File: src/rtl/jump_sequencer_if.sv
// Player-jump control bus: button, permission and frame-tick inputs plus the
// motion/status outputs of the jump sequencer.
interface jump_sequencer_if;
  logic        can_jump;
  logic        jump_btn;
  logic        frame_tick;
  logic [9:0]  y_offset;
  logic        airborne;
  logic        jump_ack;
  logic [2:0]  state;
  logic [15:0] jump_count;

  modport master (
    output can_jump, jump_btn, frame_tick,
    input  y_offset, airborne, jump_ack, state, jump_count
  );

  modport slave (
    input  can_jump, jump_btn, frame_tick,
    output y_offset, airborne, jump_ack, state, jump_count
  );
endinterface

File: src/rtl/jump_sequencer.sv
// Jump sequencer: synchronizes and debounces the jump button, then walks the
// player height through rise / apex / fall / cooldown on frame ticks.
module jump_sequencer #(
  parameter int RISE_STEPS  = 8,
  parameter int APEX_HOLD   = 4,
  parameter int COOLDOWN    = 6,
  parameter int STEP_HEIGHT = 4,
  parameter int DEBOUNCE    = 3
) (
  input  logic             proc_clk,
  input  logic             reset,
  jump_sequencer_if.slave  bus
);

  typedef enum logic [2:0] {
    S_GROUND = 3'd0,
    S_RISE   = 3'd1,
    S_APEX   = 3'd2,
    S_FALL   = 3'd3,
    S_COOL   = 3'd4
  } state_t;

  localparam int MAXP_RA = (RISE_STEPS > APEX_HOLD) ? RISE_STEPS : APEX_HOLD;
  localparam int MAXP    = (MAXP_RA > COOLDOWN) ? MAXP_RA : COOLDOWN;
  localparam int TW      = $clog2(MAXP + 1);
  localparam int DW      = $clog2(DEBOUNCE + 1);
  localparam logic [9:0] STEP = 10'(STEP_HEIGHT);

  logic [1:0]    r_sync;
  logic [DW-1:0] r_db_cnt;
  logic          r_stable;
  logic          r_stable_d;
  logic          r_pending;
  state_t        r_state;
  logic [9:0]    r_y;
  logic [TW-1:0] r_tick;
  logic          r_ack;
  logic [15:0]   r_count;
  logic          w_rise;
  logic          w_accept;

  // Debounce counter saturates at DEBOUNCE; any low sample restarts it.
  always_ff @(posedge proc_clk or posedge reset) begin
    if (reset) begin
      r_sync     <= '0;
      r_db_cnt   <= '0;
      r_stable   <= 1'b0;
      r_stable_d <= 1'b0;
    end else begin
      r_sync     <= {r_sync[0], bus.jump_btn};
      r_stable_d <= r_stable;
      if (!r_sync[1]) begin
        r_db_cnt <= '0;
        r_stable <= 1'b0;
      end else if (r_db_cnt != DW'(DEBOUNCE)) begin
        r_db_cnt <= r_db_cnt + 1'b1;
        r_stable <= (r_db_cnt == DW'(DEBOUNCE - 1));
      end
    end
  end

  assign w_rise   = r_stable & ~r_stable_d;
  assign w_accept = (r_state == S_GROUND) & r_pending & bus.can_jump;

  // Presses are only latched on the ground; presses while moving are dropped.
  always_ff @(posedge proc_clk or posedge reset) begin
    if (reset) begin
      r_state   <= S_GROUND;
      r_y       <= '0;
      r_tick    <= '0;
      r_ack     <= 1'b0;
      r_count   <= '0;
      r_pending <= 1'b0;
    end else begin
      r_ack <= 1'b0;
      case (r_state)
        S_GROUND: begin
          r_y <= '0;
          if (w_accept) begin
            r_state   <= S_RISE;
            r_tick    <= '0;
            r_ack     <= 1'b1;
            r_pending <= 1'b0;
            if (r_count != '1) r_count <= r_count + 16'd1;
          end else if (w_rise) begin
            r_pending <= 1'b1;
          end
        end
        S_RISE: if (bus.frame_tick) begin
          r_y <= r_y + STEP;
          if (r_tick == TW'(RISE_STEPS - 1)) begin
            r_state <= S_APEX;
            r_tick  <= '0;
          end else begin
            r_tick <= r_tick + 1'b1;
          end
        end
        S_APEX: if (bus.frame_tick) begin
          if (r_tick == TW'(APEX_HOLD - 1)) begin
            r_state <= S_FALL;
            r_tick  <= '0;
          end else begin
            r_tick <= r_tick + 1'b1;
          end
        end
        S_FALL: if (bus.frame_tick) begin
          if (r_y <= STEP) begin
            r_y     <= '0;
            r_state <= S_COOL;
            r_tick  <= '0;
          end else begin
            r_y    <= r_y - STEP;
            r_tick <= r_tick + 1'b1;
          end
        end
        S_COOL: begin
          r_y <= '0;
          if (bus.frame_tick) begin
            if (r_tick == TW'(COOLDOWN - 1)) begin
              r_state <= S_GROUND;
              r_tick  <= '0;
            end else begin
              r_tick <= r_tick + 1'b1;
            end
          end
        end
        default: begin
          r_state   <= S_GROUND;
          r_y       <= '0;
          r_tick    <= '0;
          r_pending <= 1'b0;
        end
      endcase
    end
  end

  assign bus.y_offset   = r_y;
  assign bus.state      = r_state;
  assign bus.airborne   = (r_state == S_RISE) || (r_state == S_APEX) || (r_state == S_FALL);
  assign bus.jump_ack   = r_ack;
  assign bus.jump_count = r_count;

endmodule

File: src/flat_wrapper.sv
// flat-port wrapper written by rule: the top's interface ports become plain ports
module jump_sequencer_flat 
#(
  parameter int RISE_STEPS  = 8,
  parameter int APEX_HOLD   = 4,
  parameter int COOLDOWN    = 6,
  parameter int STEP_HEIGHT = 4,
  parameter int DEBOUNCE    = 3
)
  (proc_clk, reset, bus_can_jump, bus_jump_btn, bus_frame_tick, bus_y_offset, bus_airborne, bus_jump_ack, bus_state, bus_jump_count);
  jump_sequencer_if bus_i ();
  input  logic proc_clk;
  input  logic reset;
  input wire logic [$bits(bus_i.can_jump)-1:0] bus_can_jump;
  input wire logic [$bits(bus_i.jump_btn)-1:0] bus_jump_btn;
  input wire logic [$bits(bus_i.frame_tick)-1:0] bus_frame_tick;
  output wire logic [$bits(bus_i.y_offset)-1:0] bus_y_offset;
  output wire logic [$bits(bus_i.airborne)-1:0] bus_airborne;
  output wire logic [$bits(bus_i.jump_ack)-1:0] bus_jump_ack;
  output wire logic [$bits(bus_i.state)-1:0] bus_state;
  output wire logic [$bits(bus_i.jump_count)-1:0] bus_jump_count;
  assign bus_i.can_jump = bus_can_jump;
  assign bus_i.jump_btn = bus_jump_btn;
  assign bus_i.frame_tick = bus_frame_tick;
  assign bus_y_offset = bus_i.y_offset;
  assign bus_airborne = bus_i.airborne;
  assign bus_jump_ack = bus_i.jump_ack;
  assign bus_state = bus_i.state;
  assign bus_jump_count = bus_i.jump_count;
  jump_sequencer #(.RISE_STEPS(RISE_STEPS), .APEX_HOLD(APEX_HOLD), .COOLDOWN(COOLDOWN), .STEP_HEIGHT(STEP_HEIGHT), .DEBOUNCE(DEBOUNCE)) u_core (.proc_clk(proc_clk), .reset(reset), .bus(bus_i));
endmodule
File: config.mk
export PLATFORM = sky130hd
export DESIGN_NAME = jump_sequencer_flat
export DESIGN_NICKNAME = d
export VERILOG_FILES = /design/src/rtl/jump_sequencer_if.sv /design/src/rtl/jump_sequencer.sv /design/src/flat_wrapper.sv
export SDC_FILE = /design/constraint.sdc
export NUM_CORES = 1
export LEC_CHECK = 0
export CAP_MARGIN = 20
export CORE_ASPECT_RATIO = 0.7
export CORE_MARGIN = 2
export CORE_UTILIZATION = 50
export DETAILED_ROUTE_END_ITERATION = 12
export PLACE_DENSITY = 0.75
export SLEW_MARGIN = 0
export SYNTH_ARGS = -nofsm -noshare
export SYNTH_HDL_FRONTEND = slang
export SYNTH_SLANG_ARGS = --single-unit
export TNS_END_PERCENT = 20
File: constraint.sdc
create_clock -name proc_clk -period 4.2 [get_ports proc_clk]
set_input_delay 0.42 -clock proc_clk [delete_from_list [all_inputs] [get_ports proc_clk]]
set_output_delay 0.42 -clock proc_clk [all_outputs]
set_load 0.1 [all_outputs]
## Yosys cells after proc, flatten, opt, wreduce, memory -nomap -nowiden

Index checks and enable logic that the tools add are counted.

| cells by class | value |
|---|---|
| add/sub/neg operators | 5 |
| magnitude comparators | 1 |
| equality and inequality tests | 21 |
| mux-type cells | 33 |
| bitwise operators | 6 |
| reductions and logical operators | 9 |

Operators with widths:

| operator | number |
|---|---|
| two-way mux 4 bit | 9 |
| two-way mux 10 bit | 3 |
| case mux 10 bit (3 select lines) | 1 |
| two-way mux 3 bit | 9 |
| case mux 4 bit (5 select lines) | 1 |
| adder 16 x 1 -> 16 bit, second input constant | 1 |
| != test 16 bit, second input constant | 1 |
| case mux 3 bit (5 select lines) | 1 |
| != test 2 bit, second input constant | 6 |
| adder 10 x 3 -> 10 bit, second input constant | 1 |
| less-or-equal comparator 10 x 3 -> 1 bit, second input constant | 1 |
| != test 2 x 1 -> 1 bit, second input constant | 5 |
| subtractor 10 x 3 -> 10 bit, second input constant | 1 |
| AND reduction 9 bit | 1 |
| == test 4 x 3 -> 1 bit, second input constant | 2 |
| == test 3 x 2 -> 1 bit, second input constant | 2 |
| two-way mux 1 bit | 6 |
| AND reduction 3 bit | 2 |
| AND reduction 5 bit | 1 |
| adder 4 x 1 -> 4 bit, second input constant | 1 |
| == test 4 x 2 -> 1 bit, second input constant | 1 |
| two-way mux 2 bit | 2 |
| OR reduction 4 bit | 1 |
| AND 1 bit | 3 |
| other kinds (10) | 13 |

| storage, ports and cells | value |
|---|---|
| register bits after elaboration | 41 |
| bits of input ports | 5 |
| output and inout port bits | 31 |
| logic and storage cells | 85 |

## Longest topological paths before layout

| logic depth | value |
|---|---|
| word-level depth | 5 |
| mapped depth | 8 |
| mapped depth without buffers | 7 |

## Worst setup path before layout

OpenSTA, ideal clock, no wires.

| path | value |
|---|---|
| kind | register to output |
| from | register u_core.r_state[0] (netlist: u_core.bus.state[0]) |
| to | output port bus_airborne |
| data arrival time | 2499 ps |
| required time | 3780 ps |
| setup slack | 1281 ps |
| cell stages (with the launch flop) | 3 |
| path buffers | 0 |
| cells stage by stage | dfrtp_1 > nor2_1 > nor2_1 |

| between the ends | value |
|---|---|
| longest elaborated chain between the ends | 3 |
| elaborated cells on any way between the ends | 5 |
| classes of those cells | eq/ne: 3; reduce/logical: 2 |

RTL lines:

| item | RTL line | text |
|---|---|---|
| start: declaration | jump_sequencer.sv:34 | `state_t r_state;` |
| start signal: assignment | jump_sequencer.sv:68 | `r_state <= S_GROUND;` |
| start signal: assignment | jump_sequencer.sv:80 | `r_state <= S_RISE;` |
| start signal: assignment | jump_sequencer.sv:92 | `r_state <= S_APEX;` |
| == test 3 x 1 -> 1 bit / == test 3 x 2 -> 1 bit (equally long branches) | jump_sequencer.sv:139 | `assign bus.airborne = (r_state == S_RISE) \|\| (r_state == S_APEX) \|\| (r_state == S_FALL);` |
| logical OR 1 bit | jump_sequencer.sv:139 |  |
| logical OR 1 bit (*) | jump_sequencer.sv:139 |  |
| end: declaration | flat_wrapper.sv:18 | `output wire logic [$bits(bus_i.airborne)-1:0] bus_airborne;` |

Mark *: on every way between the ends. The rest lies on a longest branch, timed or not.

## Worst setup path in the final report

Ends and elaborated chain as after synthesis.

==> impl_metrics.py <==
metrics = {
    "route": {
        "dr.pass1.iters": 4,
        "viasPerCell": 5.89,
        "drtIter0Drc": 136,
        "ant_nets": 0,
        "vias": 1880,
        "wirelength_mm": 5.02,
        "wire_per_inst_um": 15.7,
        "drc": 0,
    },
    "grt": {
        "grt_pass1_vias": 1721,
        "antenna_found_initial": 0,
        "grt-ovfl-total": 0,
        "grt_max_degree": 29,
        "grt_pass1_wl_mm": 8.41,
        "track_usage": 0.217,
    },
    "timing": {
        "slew_headroom": 0.335,
        "setup_viol": 0,
        "max_slew.worst_pin.slew_ps": 995,
        "finalClockSkew_ps": 7.94,
        "final.min_clock_period_ps": 2820,
        "fin_crit_sh": 0.671,
        "hold_viol": 0,
        "fin_setup_tns_ps": 0,
        "rsz0062_at_grt": "no",
        "slew_viol_final": 0,
        "fmaxAchievable_ghz": 0.355,
    },
    "finish": {
        "finish.utilization": 0.632,
        "area_growth_pct": 22.2,
        "layout_common_cells": "dfrtp_1, clkdlybuf4s50_1, nand2_1",
        "nFillCells": 381,
        "design_area_um2": 2740,
        "layout_commonest_cell": "dfrtp_1",
        "n_antenna_cell": 0,
        "final_nets": 276,
        "drive_above_1_share": 0.0682,
    },
    "setup_path": {
        "crit_buf_inv": 1,
        "path_cells": "nor2_1 > nor2_1 > clkdlybuf4s50_1",
        "critPathLaunch": "u_core.bus.state[0]",
        "r2r_start": "u_core.bus.y_offset[2]",
        "cp_slowest_cell": "clkdlybuf4s50_1",
        "crit_path_frequent_cell": "nor2_1",
        "crit_type": "flip-flop to output pin",
        "cp.arrival_ps": 2400,
        "worstPathMaxFanout": 16,
        "critPathLaunchType": "flip-flop",
        "critPathRequiredTime_ps": 3780,
        "slowest_delay_ps": 1140,
        "critPathTopFamily": "buffers and inverters",
        "cp-end-kind": "output pin",
    },
    "floorplan": {
        "design.portCount": 36,
        "die_w_um": 84.0,
        "initial_core_util": 0.517,
        "rows": 20,
        "die_area_um2": 5040,
        "die_y_um": 60.0,
        "core_area_um2": 4330,
    },
    "power": {
        "total_power_uw": 1710,
        "powerDensity_nw_per_um2": 625,
        "peakVddDrop_uv": 540,
        "leakage_uw": 0.00119,
    },
    "yosys": {
        "syn_inst": 230,
        "syn_avg_cell_area_um2": 9.73,
        "synth-edff-count": 0,
        "yosysTopAreaCell": "dfrtp_1",
        "seq_area_frac_synth": 0.436,
        "synth_area_leaders": "dfrtp_1, ha_1, xnor2_1, nand2_1, o21ai_0",
        "yosys_warnings": 0,
        "synthArstFlopShare": 1.00,
        "synth_cell_types": 54,
        "synth_flop_cell": "dfrtp_1",
        "ys_ff_latch": 39,
        "synth_area_um2": 2240,
        "yosysTopAreaCellShare": 0.436,
    },
    "cts": {
        "cts.sinks": 39,
        "htree_levels": 2,
        "cts_tree": "done",
        "cts_hold_buf": 0,
        "root_buffer": "clkbuf_8",
        "clock_latency_ps": 300,
        "path_clk_slew_ps": 80,
        "postCtsSetupBuffers": 0,
        "ctsLongestPathBuffers": 2,
        "post_cts_resized": 0,
        "numCtsBuffers": 5,
    },
    "placed_design": {
        "dp_hpwl_mm": 3.57,
        "post_dp_cell_area_um2": 2600,
        "port_buffers": 33,
        "gp_congestion": 0.841,
    },
    "flow_run": {
        "maxCapViolCount": 0,
    },
    "min_path": {
        "hold_class": "flip-flop to flip-flop",
        "min_from": "u_core.r_sync[0]",
    },
    "run_status": {
        "status": "complete, no violations",
    },
}
cells in the mapped netlist, types with 2 or more instances:
| cell type | n |
|---|---|
| dfrtp_1 | 39 |
| nand2_1 | 23 |
| o21ai_0 | 16 |
| nand3_1 | 12 |
| xnor2_1 | 11 |
| nor2_1 | 10 |
| inv_1 | 9 |
| ha_1 | 8 |
| a21oi_1 | 6 |
| a31oi_1 | 6 |
| and3_1 | 6 |
| mux2i_1 | 6 |
| nand4_1 | 5 |
| nor3b_1 | 5 |
| xor2_1 | 5 |
| and4_1 | 4 |
| clkbuf_1 | 4 |
| nor3_1 | 4 |
| a211o_1 | 3 |
| and2_1 | 3 |
| buf_2 | 3 |
| nand3b_1 | 3 |
| nor2b_1 | 3 |
| buf_4 | 2 |
| nand2b_1 | 2 |
| o21ai_1 | 2 |
| o311ai_0 | 2 |
| o31ai_1 | 2 |
worst paths after layout:
kind	end	slack [ps]	cells after the start
max	bus_airborne	1380	3
min	u_core.r_sync[1]	360	0
max reg2reg	u_core.bus.state[0]	1930	7
min reg2reg	u_core.r_sync[1]	360	0
max in group asynchronous	u_core.bus.jump_count[8]	3060	3
min in group asynchronous	u_core.bus.jump_count[13]	420	2
metal layers:
| metal | track usage | vias up | share of wire |
|---|---|---|---|
| met5 | 0 | - | 0 |
| met2 | 0.309 | 55 | 0.42 |
| li1 | - | 893 | - |
| met1 | 0.323 | 924 | 0.51 |
| met4 | 0.0622 | 0 | 0.014 |
| met3 | 0.0635 | 8 | 0.049 |
metrics by stage:
| stage | instances | hold WS (ps) | setup WS (ps) |
|---|---|---|---|
| floorplan | 231 | 331 | 1280 |
| global placement | 311 | 337 | 1730 |
| detailed placement | 311 | 343 | 1700 |
| CTS | 319 | 357 | 1360 |
| global route | 319 | 364 | 1270 |
| finish | 319 | 355 | 1380 |
logic make-up after synthesis:
group	Yosys count	synth area share
simple gates	91	0.236
compound gates	48	0.142
flops	39	0.436
buf+inv	19	0.0402
xor+xnor	16	0.0626
fa+ha+maj	8	0.0447
mux	8	0.0369
other cells	1	0.00168
flip-flops by register name (all words and copies together) (netlist names):
register               cells
u_core.bus.jump_ack        1
u_core.bus.jump_count     16
u_core.bus.state           3
u_core.bus.y_offset        8
u_core.r_db_cnt            2
u_core.r_pending           1
u_core.r_stable            1
u_core.r_stable_d          1
u_core.r_sync              2
u_core.r_tick              4
final cells by class:
class / instances / area [um2] / area share
well taps: 55 / 68.8 / 0.0251
clock inverters: 3 / 67.6 / 0.0247
flip-flops and latches: 39 / 976 / 0.357
multi-input cells: 173 / 1180 / 0.430
clock buffers: 5 / 68.8 / 0.0251
repair buffers: 35 / 345 / 0.126
inverters: 9 / 33.8 / 0.0123
report_power, final:
part / switching [uW] / internal [uW]
sequential: 117 / 427
combinational: 543 / 244
clock: 143 / 237
total: 803 / 908
worst reg2reg max path, delay by kind of cell, from the launching register on:
kind	cells	cell delay (ps)
AOI/OAI and AO/OA	2	520
buffers and inverters	1	80
muxes	1	340
and+or+nand+nor	2	390
DFF	1	560
adders and majority gates	1	250
Note: power is estimated with default switching activity, not from simulation.
